File: config.mk
export PLATFORM = sky130hd
export DESIGN_NAME = rpsc_ps_sequencer_flat
export DESIGN_NICKNAME = d
export VERILOG_FILES = /design/src/rtl/rpsc_ps_sequencer_pkg.sv /design/src/rtl/rpsc_ps_sequencer_if.sv /design/src/rtl/rpsc_ps_sequencer_stage_cnt.sv /design/src/rtl/rpsc_ps_sequencer.sv /design/src/flat_wrapper.sv
export SDC_FILE = /design/constraint.sdc
export NUM_CORES = 1
export LEC_CHECK = 0
export ABC_AREA = 1
export CELL_PAD_IN_SITES_DETAIL_PLACEMENT = 1
export CELL_PAD_IN_SITES_GLOBAL_PLACEMENT = 1
export CORE_ASPECT_RATIO = 0.75
export CORE_MARGIN = 10
export CORE_UTILIZATION = 38
export DETAILED_ROUTE_END_ITERATION = 10
export PLACE_DENSITY_LB_ADDON = 0.2
export SKIP_LAST_GASP = 1
export SLEW_MARGIN = 5
export SYNTH_ARGS = -nofsm -noshare
export SYNTH_HDL_FRONTEND = slang
export SYNTH_HIERARCHICAL = 1
export SYNTH_SLANG_ARGS = --single-unit
File: constraint.sdc
create_clock -name clk -period 3.1 [get_ports clk]
set_input_delay 0.775 -clock clk [delete_from_list [all_inputs] [get_ports clk]]
set_output_delay 0.775 -clock clk [all_outputs]
set_load 0.02 [all_outputs]
File: src/rtl/rpsc_ps_sequencer_pkg.sv
// ============================================================================
// Module : rpsc_pkg
// Brief  : State encoding and fault codes for the RPSC supply sequencer.
// Rev    : 1.0  initial release
// ============================================================================
`default_nettype none

package rpsc_pkg;

    typedef enum logic [2:0] {
        ST_IDLE     = 3'd0,
        ST_G1_RAMP  = 3'd1,
        ST_AN_WAIT  = 3'd2,
        ST_AN_RAMP  = 3'd3,
        ST_RUN      = 3'd4,
        ST_SHUTDOWN = 3'd5,
        ST_FAULT    = 3'd6
    } ps_state_t;

    localparam logic [2:0] FC_NONE     = 3'd0;
    localparam logic [2:0] FC_G1_ALARM = 3'd1;
    localparam logic [2:0] FC_G1_TMO   = 3'd2;
    localparam logic [2:0] FC_G1_LOSS  = 3'd3;
    localparam logic [2:0] FC_AN_TMO   = 3'd4;
    localparam logic [2:0] FC_AN_LOSS  = 3'd5;
    localparam logic [2:0] FC_AN_ALARM = 3'd6;

    // G1 supply is commanded on in every sequencing state, including SHUTDOWN.
    function automatic logic is_active(input ps_state_t s);
        return (s == ST_G1_RAMP) || (s == ST_AN_WAIT) || (s == ST_AN_RAMP) ||
               (s == ST_RUN) || (s == ST_SHUTDOWN);
    endfunction

endpackage

`default_nettype wire

File: src/rtl/rpsc_ps_sequencer_if.sv
// ============================================================================
// Module : rpsc_ps_sequencer_if
// Brief  : Request, interlock-status and supply-control signals of the sequencer.
// Rev    : 1.0  initial release
// ============================================================================
`default_nettype none

interface rpsc_ps_sequencer_if;

    logic       start_req;
    logic       stop_req;
    logic       fault_clr;
    logic       g1_no_alarm;
    logic       g1_ok_n;
    logic       an_ready_n;
    logic       an_no_alarm;
    logic       an_ok_n;
    logic       g1_ps_act;
    logic       an_ps_act;
    logic       busy;
    logic       fault;
    logic [2:0] fault_code;
    logic [2:0] state_o;

    modport master (
        output start_req, stop_req, fault_clr,
        output g1_no_alarm, g1_ok_n, an_ready_n, an_no_alarm, an_ok_n,
        input  g1_ps_act, an_ps_act, busy, fault, fault_code, state_o
    );

    modport slave (
        input  start_req, stop_req, fault_clr,
        input  g1_no_alarm, g1_ok_n, an_ready_n, an_no_alarm, an_ok_n,
        output g1_ps_act, an_ps_act, busy, fault, fault_code, state_o
    );

endinterface

`default_nettype wire

File: src/rtl/rpsc_ps_sequencer_stage_cnt.sv
// ============================================================================
// Module : rpsc_stage_cnt
// Brief  : Clearable saturating up-counter with equality compare to a limit.
// Rev    : 1.0  initial release
// ============================================================================
`default_nettype none

module rpsc_stage_cnt #(
    parameter int CNT_W = 8
) (
    input  wire logic             clk,
    input  wire logic             reset,
    input  wire logic             i_clr,
    input  wire logic             i_inc,
    input  wire logic [CNT_W-1:0] i_limit,
    output logic                  o_eq
);

    logic [CNT_W-1:0] r_cnt;

    always_ff @(posedge clk or negedge reset) begin
        if (!reset) begin
            r_cnt <= '0;
        end else if (i_clr) begin
            r_cnt <= '0;
        end else if (i_inc && (r_cnt != {CNT_W{1'b1}})) begin
            r_cnt <= r_cnt + 1'b1;
        end
    end

    assign o_eq = (r_cnt == i_limit);

endmodule

`default_nettype wire

File: src/rtl/rpsc_ps_sequencer.sv
// ============================================================================
// Module : rpsc_ps_sequencer
// Brief  : G1-then-anode turn-on / anode-then-G1 turn-off supply sequencer.
// Rev    : 1.0  initial release
// ============================================================================
`default_nettype none

module rpsc_ps_sequencer
    import rpsc_pkg::*;
#(
    parameter int               CNT_W      = 8,
    parameter logic [CNT_W-1:0] G1_TMO     = CNT_W'(12),
    parameter logic [CNT_W-1:0] AN_TMO     = CNT_W'(20),
    parameter logic [CNT_W-1:0] AN_OFF_DLY = CNT_W'(4)
) (
    input wire logic             clk,
    input wire logic             reset,
    rpsc_ps_sequencer_if.slave   bus
);

    ps_state_t        r_state;
    ps_state_t        w_next;
    logic [2:0]       w_code;
    logic [2:0]       r_fault_code;
    logic             r_g1_act;
    logic             r_an_act;
    logic             r_busy;
    logic             r_fault;
    logic             w_cnt_eq;
    logic             w_cnt_inc;
    logic             w_cnt_clr;
    logic [CNT_W-1:0] w_limit;

    // Shutdown compares against DLY-1 so G1 drops exactly DLY cycles after the anode.
    always_comb begin
        w_limit = G1_TMO;
        case (r_state)
            ST_AN_RAMP:  w_limit = AN_TMO;
            ST_SHUTDOWN: w_limit = AN_OFF_DLY - 1'b1;
            default:     w_limit = G1_TMO;
        endcase
    end

    assign w_cnt_inc = (r_state == ST_G1_RAMP) || (r_state == ST_AN_RAMP) ||
                       (r_state == ST_SHUTDOWN);
    assign w_cnt_clr = (w_next != r_state);

    rpsc_stage_cnt #(
        .CNT_W (CNT_W)
    ) u_stage_cnt (
        .clk     (clk),
        .reset   (reset),
        .i_clr   (w_cnt_clr),
        .i_inc   (w_cnt_inc),
        .i_limit (w_limit),
        .o_eq    (w_cnt_eq)
    );

    // Priority: alarm > OK-loss/timeout > stop > advance.
    always_comb begin
        w_next = r_state;
        w_code = r_fault_code;
        case (r_state)
            ST_IDLE: begin
                if (bus.start_req && bus.g1_no_alarm) w_next = ST_G1_RAMP;
            end
            ST_G1_RAMP: begin
                if (!bus.g1_no_alarm) begin
                    w_next = ST_FAULT; w_code = FC_G1_ALARM;
                end else if (w_cnt_eq) begin
                    w_next = ST_FAULT; w_code = FC_G1_TMO;
                end else if (bus.stop_req) begin
                    w_next = ST_SHUTDOWN;
                end else if (!bus.g1_ok_n) begin
                    w_next = ST_AN_WAIT;
                end
            end
            ST_AN_WAIT: begin
                if (!bus.g1_no_alarm) begin
                    w_next = ST_FAULT; w_code = FC_G1_ALARM;
                end else if (bus.stop_req) begin
                    w_next = ST_SHUTDOWN;
                end else if (!bus.an_ready_n && bus.an_no_alarm) begin
                    w_next = ST_AN_RAMP;
                end
            end
            ST_AN_RAMP: begin
                if (!bus.g1_no_alarm) begin
                    w_next = ST_FAULT; w_code = FC_G1_ALARM;
                end else if (!bus.an_no_alarm) begin
                    w_next = ST_FAULT; w_code = FC_AN_ALARM;
                end else if (w_cnt_eq) begin
                    w_next = ST_FAULT; w_code = FC_AN_TMO;
                end else if (bus.stop_req) begin
                    w_next = ST_SHUTDOWN;
                end else if (!bus.an_ok_n) begin
                    w_next = ST_RUN;
                end
            end
            ST_RUN: begin
                if (!bus.g1_no_alarm) begin
                    w_next = ST_FAULT; w_code = FC_G1_ALARM;
                end else if (!bus.an_no_alarm) begin
                    w_next = ST_FAULT; w_code = FC_AN_ALARM;
                end else if (bus.g1_ok_n) begin
                    w_next = ST_FAULT; w_code = FC_G1_LOSS;
                end else if (bus.an_ok_n) begin
                    w_next = ST_FAULT; w_code = FC_AN_LOSS;
                end else if (bus.stop_req) begin
                    w_next = ST_SHUTDOWN;
                end
            end
            ST_SHUTDOWN: begin
                if (!bus.g1_no_alarm) begin
                    w_next = ST_FAULT; w_code = FC_G1_ALARM;
                end else if (!bus.an_no_alarm) begin
                    w_next = ST_FAULT; w_code = FC_AN_ALARM;
                end else if (w_cnt_eq) begin
                    w_next = ST_IDLE;
                end
            end
            ST_FAULT: begin
                if (bus.fault_clr && bus.g1_no_alarm && bus.an_no_alarm) w_next = ST_IDLE;
            end
            default: w_next = ST_IDLE;
        endcase
    end

    always_ff @(posedge clk or negedge reset) begin
        if (!reset) begin
            r_state      <= ST_IDLE;
            r_g1_act     <= 1'b0;
            r_an_act     <= 1'b0;
            r_busy       <= 1'b0;
            r_fault      <= 1'b0;
            r_fault_code <= FC_NONE;
        end else begin
            r_state      <= w_next;
            r_g1_act     <= is_active(w_next);
            r_an_act     <= (w_next == ST_AN_RAMP) || (w_next == ST_RUN);
            r_busy       <= is_active(w_next);
            r_fault      <= (w_next == ST_FAULT);
            r_fault_code <= (w_next == ST_FAULT) ? w_code : FC_NONE;
        end
    end

    assign bus.g1_ps_act  = r_g1_act;
    assign bus.an_ps_act  = r_an_act;
    assign bus.busy       = r_busy;
    assign bus.fault      = r_fault;
    assign bus.fault_code = r_fault_code;
    assign bus.state_o    = r_state;

endmodule

`default_nettype wire
File: src/flat_wrapper.sv
// flat-port wrapper written by rule: the top's interface ports become plain ports
module rpsc_ps_sequencer_flat import rpsc_pkg::*;
#(
    parameter int               CNT_W      = 8,
    parameter logic [CNT_W-1:0] G1_TMO     = CNT_W'(12),
    parameter logic [CNT_W-1:0] AN_TMO     = CNT_W'(20),
    parameter logic [CNT_W-1:0] AN_OFF_DLY = CNT_W'(4)
)
  (clk, reset, bus_start_req, bus_stop_req, bus_fault_clr, bus_g1_no_alarm, bus_g1_ok_n, bus_an_ready_n, bus_an_no_alarm, bus_an_ok_n, bus_g1_ps_act, bus_an_ps_act, bus_busy, bus_fault, bus_fault_code, bus_state_o);
  rpsc_ps_sequencer_if bus_i ();
  input wire logic clk;
  input wire logic reset;
  input wire logic [$bits(bus_i.start_req)-1:0] bus_start_req;
  input wire logic [$bits(bus_i.stop_req)-1:0] bus_stop_req;
  input wire logic [$bits(bus_i.fault_clr)-1:0] bus_fault_clr;
  input wire logic [$bits(bus_i.g1_no_alarm)-1:0] bus_g1_no_alarm;
  input wire logic [$bits(bus_i.g1_ok_n)-1:0] bus_g1_ok_n;
  input wire logic [$bits(bus_i.an_ready_n)-1:0] bus_an_ready_n;
  input wire logic [$bits(bus_i.an_no_alarm)-1:0] bus_an_no_alarm;
  input wire logic [$bits(bus_i.an_ok_n)-1:0] bus_an_ok_n;
  output wire logic [$bits(bus_i.g1_ps_act)-1:0] bus_g1_ps_act;
  output wire logic [$bits(bus_i.an_ps_act)-1:0] bus_an_ps_act;
  output wire logic [$bits(bus_i.busy)-1:0] bus_busy;
  output wire logic [$bits(bus_i.fault)-1:0] bus_fault;
  output wire logic [$bits(bus_i.fault_code)-1:0] bus_fault_code;
  output wire logic [$bits(bus_i.state_o)-1:0] bus_state_o;
  assign bus_i.start_req = bus_start_req;
  assign bus_i.stop_req = bus_stop_req;
  assign bus_i.fault_clr = bus_fault_clr;
  assign bus_i.g1_no_alarm = bus_g1_no_alarm;
  assign bus_i.g1_ok_n = bus_g1_ok_n;
  assign bus_i.an_ready_n = bus_an_ready_n;
  assign bus_i.an_no_alarm = bus_an_no_alarm;
  assign bus_i.an_ok_n = bus_an_ok_n;
  assign bus_g1_ps_act = bus_i.g1_ps_act;
  assign bus_an_ps_act = bus_i.an_ps_act;
  assign bus_busy = bus_i.busy;
  assign bus_fault = bus_i.fault;
  assign bus_fault_code = bus_i.fault_code;
  assign bus_state_o = bus_i.state_o;
  rpsc_ps_sequencer #(.CNT_W(CNT_W), .G1_TMO(G1_TMO), .AN_TMO(AN_TMO), .AN_OFF_DLY(AN_OFF_DLY)) u_core (.clk(clk), .reset(reset), .bus(bus_i));
endmodule
# Yosys cells after proc, flatten, opt, wreduce, memory -nomap -nowiden
# Index checks and enable logic that the tools add are counted.
# Widths: inputs -> output; s select.
[op_classes] add_sub_neg=1 mux=40 eq_ne=21 reduce_logical=16
[op_table] cell="$mux 3" count=35
[op_table] cell="$pmux 3 s7" count=1
[op_table] cell="$eq 3x3->1 const B" count=6
[op_table] cell="$mux 8" count=2
[op_table] cell="$pmux 3 s5" count=1
[op_table] cell="$eq 3x2->1 const B" count=4
[op_table] cell="$pmux 5 s2" count=1
[op_table] cell="$add 8x1->8 const B" count=1
[op_table] cell="$eq 8x8->1" count=1
[op_table] cell="$ne 4x4->1 const B" count=2
[op_table] cell="$ne 8x8->1 const B" count=1
[op_table] cell="$logic_or 1x1->1" count=7
[op_table] cell="$eq 3x1->1 const B" count=2
[op_table] cell="$ne 6x4->1 const B" count=1
[op_table] cell="$ne 6x6->1 const B" count=1
[op_table] cell="$reduce_and 6->1" count=1
[op_table] cell="$logic_and 1x1->1" count=5
[op_table] cell="$ne 5x5->1 const B" count=1
[op_table] cell="$logic_not 3->1" count=1
[op_table] cell="$ne 3x3->1" count=1
[op_table] cell="$ne 3x3->1 const B" count=1
[op_table] cell="$reduce_bool 2->1" count=1
[op_table] cell="$logic_not 1->1" count=1
[word_totals] register_bits=17 inputBits=10 output_inout_bits=10 word_cells=84

# Logic depth before layout (Yosys ltp)
# Gate-level depths: netlist (run 1).
[logic_depth] ltp_word=12 mapped_depth=23 ltp_nobuf=22

# Cells and area by module
# Netlist (run 1), hierarchy kept.
[by_module_without_submodules] mod="rpsc_ps_sequencer" area_each_um2=857.1 cells_per_inst=147 instances=1 seq_area_each_um2=225.2
[by_module_without_submodules] mod="rpsc_stage_cnt" area_each_um2=584.3 cells_per_inst=83 instances=1 seq_area_each_um2=200.2

# Least setup slack after synthesis (run 1)
# OpenSTA, ideal clock, no wires.
[synth_path] path_kind="register -> register" start="register u_core.r_state[0], in the netlist u_core/bus.state_o[0]" end="register u_core.u_stage_cnt.r_cnt[3]" arrival_ns=2.520 n_path_buf=1 setup_time_ns=0.117 stages_incl_launch_ff=22 setup_slack_ns=0.462 synth_period_minus_slack_ns=2.638 t_required_ns=2.983 path_cell_list="dfrtp_1 -> buf_2 -> nand2_1 -> nor2_1 -> xnor2_1 -> nand4_1 -> nor2_1 -> inv_1 -> nand3_1 -> nor2_1 -> nor2_1 -> nor2_2 -> nand2_2 -> nand2_2 -> nand2_1 -> nor2_1 -> nand2_1 -> inv_1 -> nand2_4 -> clkinv_4 -> nand2_1 -> nand2_1"
[synth_via] elab_chain_len=9 word_cells_on_any_way=38 classes_between="eq/ne (8); mux (25); reduce/logical (5)"
[synth_rtl] element="start: declaration" line_no="rpsc_ps_sequencer.sv:21" source="ps_state_t r_state;"
[synth_rtl] element="start signal: assignment" line_no="rpsc_ps_sequencer.sv:138" source="r_state <= w_next;"
[synth_rtl] element="$eq 3x3->1 / $eq 3x2->1 (equally long branches)" line_no="rpsc_ps_sequencer.sv:37" source="case (r_state)"
[synth_rtl] element="$pmux 5 s2 *" line_no="rpsc_ps_sequencer.sv:37"
[synth_rtl] element="net u_core.w_limit[0]" line_no="rpsc_ps_sequencer.sv:32" source="logic [CNT_W-1:0] w_limit;"
[synth_rtl] element="$eq 8x8->1 *" line_no="rpsc_ps_sequencer_stage_cnt.sv:31" source="assign o_eq = (r_cnt == i_limit);"
[synth_rtl] element="net u_core.w_cnt_eq" line_no="rpsc_ps_sequencer.sv:29" source="logic w_cnt_eq;"
[synth_rtl] element="$mux 3, on equally long branches" line_no="rpsc_ps_sequencer.sv:118, rpsc_ps_sequencer.sv:92"
[synth_rtl] element="$mux 3, on equally long branches" line_no="rpsc_ps_sequencer.sv:116, rpsc_ps_sequencer.sv:90"
[synth_rtl] element="$mux 3, on equally long branches" line_no="rpsc_ps_sequencer.sv:114, rpsc_ps_sequencer.sv:88"
[synth_rtl] element="$pmux 3 s7 *" line_no="rpsc_ps_sequencer.sv:63" source="case (r_state)"
[synth_rtl] element="net u_core.w_next[2]" line_no="rpsc_ps_sequencer.sv:22" source="ps_state_t w_next;"
[synth_rtl] element="$ne 3x3->1 *" line_no="rpsc_ps_sequencer.sv:46" source="assign w_cnt_clr = (w_next != r_state);"
[synth_rtl] element="net u_core.w_cnt_clr" line_no="rpsc_ps_sequencer.sv:31" source="logic w_cnt_clr;"
[synth_rtl] element="$mux 8 / $reduce_bool 2->1 (equally long branches)"
[synth_rtl] element="end signal: assignment" line_no="rpsc_ps_sequencer_stage_cnt.sv:27" source="r_cnt <= r_cnt + 1'b1;"
[synth_rtl] element="end: declaration" line_no="rpsc_ps_sequencer_stage_cnt.sv:19" source="logic [CNT_W-1:0] r_cnt;"
# Mark *: on every way through the listed nets, which the timed path passes. The rest lies on a longest branch.
# A chain may end at the register's enable or synchronous reset.

# Final worst setup path (run 1)
[layout_path] start="register u_core.r_state[2], in the netlist u_core/bus.state_o[2]" end="register u_core.u_stage_cnt.r_cnt[4]"
# The elaborated chain is that of the path after synthesis.

==> flow_metrics.env, run 1 <==
export IMPL_die_outline_area_um2=6682
export IMPL_area_delta_synth_final_pct=25.69
export IMPL_final_period_utilization=0.9231
export IMPL_regToRegStartpoint="u_core/bus.state_o[2]$_DFF_PN0_"
export IMPL_dp_cells=309
export IMPL_end_kind="flip-flop"
export IMPL_drt_initial_drc_count=86
export IMPL_combinationalPowerShare=0.681
export IMPL_run_status="completed"
export IMPL_final_net_count=274
export IMPL_num_rows=19
export IMPL_post_synth_instance_area_um2=1441
export IMPL_required_ns=3.25
export IMPL_fillers=507
export IMPL_post_cts_hold_buffer_count=0
export IMPL_grt_use_total=0.1426
export IMPL_timing_critical_path_max_delay_family="simple AND/OR/NAND/NOR gates"
export IMPL_routed_via_count=1545
export IMPL_yosys_register_bits=17
export IMPL_die_height_um=73.34
export IMPL_final_cell_count_no_fill=314
export IMPL_crit_type="flip-flop to flip-flop"
export IMPL_power_internal_uw=790.3
export IMPL_gp_congestion=0.8406
export IMPL_r2r_slack_ns=0.24
export IMPL_drive_above_1_share=0.1603
export IMPL_power_share_sequential=0.215
export IMPL_footprint_of_the_multi_input_gates_um2=870.8
export IMPL_final_core_util=0.4949
export IMPL_syn_instance_count=230
export IMPL_max_cap_viols=0
export IMPL_clock_root_buffer="clkbuf_8"
export IMPL_setup_violations=0
export IMPL_period_needed_ns=2.862
export IMPL_path_clk_slew_ns=0.07
export IMPL_critical_path_startpoint_type="flip-flop"
export IMPL_remaining_drc_errors=0
export IMPL_clock_fmax_mhz=349.4
export IMPL_num_io_pins=20
export IMPL_antenna_diode_count=0
export IMPL_worst_path_most_repeated_cell="nand2_1"
export IMPL_chipWidth_um=91.12
export IMPL_tritoncts="built"
export IMPL_detailedPlace_worstSlack_ns=0.08322
export IMPL_count_of_different_cell_masters_after_synthesis=30
export IMPL_clock_skew_ns=0.0009859
export IMPL_vias_in_the_first_global_route=1576
export IMPL_number_of_antenna_violations_at_the_first_check_in_global_routing=0
export IMPL_slew_headroom=0.4583
export IMPL_power_frac_clock=0.105
export IMPL_post_drt_wl_per_cell_um=14.34
export IMPL_critical_path_cell_by_cell="inv_8, nand3_2, nand2_1, inv_1, xnor2_1, nand4_1, nor2_2, inv_1, nand3_1, buf_4, o21ai_2, nand2_1, nor2_2, nand2_2, nand2_1, nand2_1, nand2_1, inv_1, nand2_4, clkinv_4, nand2_1, nand2_1"
export IMPL_count_of_input_and_output_buffers=19
export IMPL_area_sequential_um2=427.9
export IMPL_timing_hold_worst_path_depth=2
export IMPL_hold_path_endpoint="u_core/bus.fault_code[0]$_DFFE_PN0P_"
export IMPL_vdd_ir_drop_max_mv=0.6365
export IMPL_drv_slew=0
export IMPL_worstPathMaxFanout=6
export IMPL_holdCritPathClass="flip-flop to flip-flop"
export IMPL_htree_levels=1
export IMPL_avgViaCountPerCell=4.920
export IMPL_max_stage_delay_ns=0.49
export IMPL_power_switching_fraction=0.5161
export IMPL_crit_path_max_delay_cell_type="dfrtp_2"
export IMPL_netSwitchingPower_uw=843.0
export IMPL_ctsLongestPathBuffers=2
export IMPL_path_depth=22
export IMPL_fin_worst_hold_slack_ns=0.4804
export IMPL_path_buf_inv=6
export IMPL_gr_total_overflow=0
export IMPL_fp_coreArea_um2=3661
export IMPL_yosysSeqAreaShare=0.2951
export IMPL_hpwl_um=3663
export IMPL_cp_arrival_ns=3.01
export IMPL_worstHoldStart="u_core/bus.fault_code[0]$_DFFE_PN0P_"
export IMPL_worst_slack_ns=0.2383
export IMPL_avgSynthCellArea_um2=6.267
export IMPL_antenna_left=0
export IMPL_ys_warn_count=6
export IMPL_pin_count_of_the_biggest_net_entering_global_routing=18
export IMPL_p_per_area_nw_per_um2=901.5
export IMPL_r2r_end="u_core/u_stage_cnt/r_cnt[4]$_DFFE_PN0P_"
export IMPL_cts_buffers=3
export IMPL_final_hold_viol_count=0
export IMPL_p_leak_nw=0.8808
export IMPL_ff2ff_path_depth=22
export IMPL_first_pass_grt_wire_length_um=7817
export IMPL_clkSinkCount=17
export IMPL_firstDrtPassIters=4
export IMPL_drt_total_wl_um=4504
export IMPL_worst_pin_slew_ns=0.8100
export IMPL_starting_density_of_the_core=0.3937
export IMPL_clock_insertion_delay_worst_skew_ns=0.26
==> worst max-delay path by stage <==
stage	start	to
after global placement	bus_g1_no_alarm	u_core/u_stage_cnt/r_cnt[1]$_DFFE_PN0P_
after global routing	u_core/bus.state_o[2]$_DFF_PN0_	u_core/u_stage_cnt/r_cnt[6]$_DFFE_PN0P_
after floorplan	u_core/bus.state_o[0]$_DFF_PN0_	u_core/u_stage_cnt/r_cnt[3]$_DFFE_PN0P_
after detailed placement	bus_g1_no_alarm	u_core/u_stage_cnt/r_cnt[2]$_DFFE_PN0P_
final	u_core/bus.state_o[2]$_DFF_PN0_	u_core/u_stage_cnt/r_cnt[4]$_DFFE_PN0P_
after CTS	u_core/bus.state_o[2]$_DFF_PN0_	u_core/u_stage_cnt/r_cnt[2]$_DFFE_PN0P_
==> stage by stage <==
step	power, mW	setup TNS, ns	instance area (um^2)
4_1_cts	1.629	0	1794
6_report	1.633	0	1812
3_3_place_gp	1.428	0	1748
2_1_floorplan	1.067	0	1449
5_1_grt	1.792	-0.02357	1812
3_5_place_dp	1.441	0	1748
==> layout by cell type (no fill, tap or decap), drive strengths merged <==
master         Yosys  routed
clkinv             2       3
nor2              31      31
clkdlybuf4s50      0      19
nand2             80      80
nor3               4       4
dfrtp             17      17
ha                 1       1
xnor2              8       8
buf                4      11
o21bai             1       1
inv               29      29
nand4              3       3
clkbuf             0       3
a21oi             12      12
conb               1       3
o211ai             1       1
nand3             27      27
a31oi              1       1
o22ai              1       1
o21ai              7       7
==> worst reg2reg max path: stages, from the launching register on <==
cell	delay [ns]
dfrtp_2	0.49
inv_8	0.07
nand3_2	0.12
nand2_1	0.13
inv_1	0.10
xnor2_1	0.14
nand4_1	0.11
nor2_2	0.08
inv_1	0.06
nand3_1	0.10
buf_4	0.18
o21ai_2	0.15
nand2_1	0.08
nor2_2	0.14
nand2_2	0.10
nand2_1	0.07
nand2_1	0.06
nand2_1	0.11
inv_1	0.14
nand2_4	0.14
clkinv_4	0.07
nand2_1	0.06
nand2_1	0.05
==> power by group through the flow <==
stage | Sequential [mW] | Combinational (mW) | Clock (mW)
2_1_floorplan | 0.379 | 0.688 | 0
3_3_place_gp | 0.354 | 1.07 | 0
3_5_place_dp | 0.353 | 1.09 | 0
4_1_cts | 0.351 | 1.10 | 0.177
5_1_grt | 0.362 | 1.24 | 0.191
6_report | 0.351 | 1.11 | 0.171
==> Yosys cell counts, drive strengths merged <==
cell,number,share of area
o22ai,1,0.0043
a21oi,12,0.042
inv,29,0.081
o21ai,7,0.027
o21bai,1,0.0052
nor3,4,0.017
o211ai,1,0.0052
buf,4,0.022
nand3,27,0.097
conb,1,0.0026
xnor2,8,0.049
nand4,3,0.013
ha,1,0.0087
a31oi,1,0.0043
dfrtp,17,0.30
clkinv,2,0.0087
nand2,80,0.23
nor2,31,0.093
==> layout make-up <==
class / count / share of cell area
timing repair buffer: 30 / 0.1506
sequential: 17 / 0.2362
tap: 52 / 0.03591
clock inverter: 1 / 0.002762
inverter: 31 / 0.07113
multi-input combinational: 180 / 0.4807
clock buffer: 3 / 0.02279
==> timing repair <==
action	in CTS	in global routing
setup endpoints to repair	0	8
resized for setup	0	4
setup buffers	0	1
==> layer usage <==
metal,part of all wire,vias to the layer above,GRT usage
met4,0.0080,0,0.03466
li1,-,788,-
met1,0.54,728,0.1981
met2,0.41,24,0.2132
met5,0,-,0
met3,0.048,5,0.03866
==> registers in the layout, summed over array words and instances (netlist names) <==
name	flops
u_core/u_stage_cnt/r_cnt	8
u_core/bus.fault_code	3
u_core/bus.state_o	3
u_core/bus.an_ps_act	1
u_core/bus.busy	1
u_core/bus.fault	1
==> cells by family after synthesis <==
group,share of synthesized area
other,0.002602
xor gates and xnor gates,0.04861
DFF,0.2951
and+or+nand+nor,0.4462
adders and majority gates,0.008679
buffers and inverters,0.1111
AOI/OAI and AO/OA,0.08768
Power figures use the tool's default switching activity.
==> run 2: changes to the inputs <==
Settings changed: CAP_MARGIN set to 20, PLACE_DENSITY set to 0.85, PLACE_DENSITY_LB_ADDON 0.2 to not set.
==> run 2 against run 1 <==
Register-to-register slack barely moved. Clock-buffer cell count did not move. Clock skew up 0.00097 ns. Setup slack gained 0.0092 ns. Cell count is 1.3% higher. Flip-flop and latch count unchanged. Critical path depth shrank 2. Clock power grew 4%. Utilization is 1.4 points higher. Wire length increased by 4.0%. Largest power group unchanged.
==> flow_metrics.env, run 2 (same netlist as run 1, synthesis figures left out) <==
export IMPL_holdCritPathClass="flip-flop to flip-flop"
export IMPL_r2r_slack_ns=0.25
export IMPL_ctsLongestPathBuffers=2
export IMPL_num_rows=19
export IMPL_num_io_pins=20
export IMPL_drt_total_wl_um=4686
export IMPL_clock_insertion_delay_worst_skew_ns=0.26
export IMPL_detailed_place_area_um2=1763
export IMPL_worst_path_most_repeated_cell="nand2_1"
export IMPL_pin_count_of_the_biggest_net_entering_global_routing=18
export IMPL_layout_cell_area_non_filler_um2=1862
export IMPL_antenna_left=0
export IMPL_count_of_input_and_output_buffers=19
export IMPL_mostFrequentLayoutCells="nand2_1, inv_1, nand3_1"
export IMPL_post_drt_wl_per_cell_um=14.74
export IMPL_worstPathMaxFanout=6
export IMPL_clock_root_buffer="clkbuf_8"
export IMPL_avgViaCountPerCell=4.849
export IMPL_critical_path_cell_by_cell="buf_4, nor2_1, xnor2_1, nand4_1, nor2_2, inv_1, nand3_1, buf_4, o21ai_2, nand2_1, nor2_2, nand2_2, nand2_1, nand2_1, nand2_2, inv_1, nand2_4, clkinv_4, nand2_1, nand2_1"
export IMPL_final_core_util=0.5085
export IMPL_hpwl_um=3817
export IMPL_p_per_area_nw_per_um2=909.1
export IMPL_slew_headroom=0.4782
export IMPL_cts_buffers=3
export IMPL_max_cap_viols=0
export IMPL_layout_commonest_cell="nand2_1"
export IMPL_vdd_ir_drop_max_mv=0.5644
export IMPL_worst_pin_slew_ns=0.7803
export IMPL_clock_skew_ns=0.001957
export IMPL_routed_via_count=1542
export IMPL_clkSinkCount=17
export IMPL_timing_critical_path_max_delay_family="simple AND/OR/NAND/NOR gates"
export IMPL_run_status="completed"
export IMPL_largest_register_ff_count=8
export IMPL_setup_violations=0
export IMPL_clock_fmax_mhz=350.6
export IMPL_final_hold_viol_count=0
export IMPL_met2_length_um=2008
export IMPL_first_pass_grt_wire_length_um=7969
export IMPL_path_clk_slew_ns=0.07
export IMPL_regMostFlops="u_core/u_stage_cnt/r_cnt"
export IMPL_gr_total_overflow=0
export IMPL_remaining_drc_errors=0
export IMPL_drv_slew=0
export IMPL_fp_coreArea_um2=3661
export IMPL_required_ns=3.26
export IMPL_p_leak_nw=0.9012
export IMPL_vias_in_the_first_global_route=1624
export IMPL_finalPower_mw=1.693
export IMPL_drive_above_1_share=0.1805
export IMPL_die_height_um=73.34
export IMPL_critical_path_startpoint_type="flip-flop"
export IMPL_crit_type="flip-flop to flip-flop"
export IMPL_htree_levels=1
export IMPL_chipWidth_um=91.12
export IMPL_top_routing_layer_in_use="met4"
export IMPL_tritoncts="built"
export IMPL_drt_initial_drc_count=97
export IMPL_starting_density_of_the_core=0.3937
export IMPL_final_net_count=278
export IMPL_firstDrtPassIters=4
export IMPL_die_outline_area_um2=6682
export IMPL_grt_use_total=0.1440
export IMPL_number_of_antenna_violations_at_the_first_check_in_global_routing=0
export IMPL_wirelength_met1_um=2362
export IMPL_path_buf_inv=5
export IMPL_period_needed_ns=2.853
export IMPL_max_stage_delay_ns=0.45
export IMPL_dr_wl_met3_um=277
export IMPL_crit_path_max_delay_cell_type="dfrtp_1"
export IMPL_cp_arrival_ns=3.01
export IMPL_end_kind="flip-flop"
export IMPL_final_period_utilization=0.9202
export IMPL_area_delta_synth_final_pct=29.17
export IMPL_antenna_diode_count=0
export IMPL_gp_congestion=0.8383
## run 2: cell type report
| cell class | instances | area [um^2] |
|---|---|---|
| flip-flops and latches | 17 | 427.9 |
| inverters | 31 | 128.9 |
| multi-input cells | 180 | 875.8 |
| repair buffers | 34 | 315.3 |
| well taps | 52 | 65.06 |
| clock buffers | 3 | 41.29 |
| clock inverters | 1 | 7.507 |
| fillers | 509 | 1799 |
## run 2: worst reg2reg max path, cell delays in order (launching register included)
cell and delay [ns]:
dfrtp_1 0.45, buf_4 0.20, nor2_1 0.27, xnor2_1 0.12, nand4_1 0.12, nor2_2 0.08, inv_1 0.06, nand3_1 0.12
buf_4 0.18, o21ai_2 0.15, nand2_1 0.08, nor2_2 0.14, nand2_2 0.10, nand2_1 0.07, nand2_1 0.06, nand2_2 0.12
inv_1 0.12, nand2_4 0.13, clkinv_4 0.07, nand2_1 0.06, nand2_1 0.05
## run 2: layer usage
metal / vias to the layer above / GRT usage
li1: 789 / -
met1: 722 / 0.1985
met2: 26 / 0.2179
met3: 5 / 0.04069
met4: 0 / 0.03120
met5: - / 0
## run 2: worst paths after layout
check | start | end | cells after the start
setup / recovery | u_core/bus.state_o[1]$_DFF_PN0_ | u_core/u_stage_cnt/r_cnt[1]$_DFFE_PN0P_ | 20
hold / removal | u_core/bus.fault_code[2]$_DFFE_PN0P_ | u_core/bus.fault_code[2]$_DFFE_PN0P_ | 2
setup reg to reg | u_core/bus.state_o[1]$_DFF_PN0_ | u_core/u_stage_cnt/r_cnt[1]$_DFFE_PN0P_ | 20
hold reg to reg | u_core/bus.fault_code[2]$_DFFE_PN0P_ | u_core/bus.fault_code[2]$_DFFE_PN0P_ | 2
max in group asynchronous | reset | u_core/bus.state_o[2]$_DFF_PN0_ | 1
min in group asynchronous | reset | u_core/bus.fault_code[2]$_DFFE_PN0P_ | 1
## run 2: power breakdown
part	internal, mW	switching (mW)
logic	0.452	0.714
registers	0.286	0.0631
clock network	0.0908	0.0870
## run 2: repair_timing
action                     in CTS  in global routing
buffers inserted                0                  3
hold endpoints to repair        0                  0
gates resized for setup         1                  5
hold buffers                    0                  0
setup endpoints to repair       5                  8
gates cloned                    0                  0
## run 2: per-stage QoR
step / setup TNS [ns] / hold WS [ns] / std cells / worst slack [ns]
2_1_floorplan: 0 / 0.4794 / 232 / 0.4623
3_3_place_gp: 0 / 0.4644 / 311 / 0.1306
3_5_place_dp: -0.09133 / 0.4721 / 311 / -0.02842
4_1_cts: 0 / 0.4915 / 315 / 0.01366
5_1_grt: -0.02692 / 0.5155 / 318 / -0.01099
6_report: 0 / 0.4831 / 318 / 0.2475
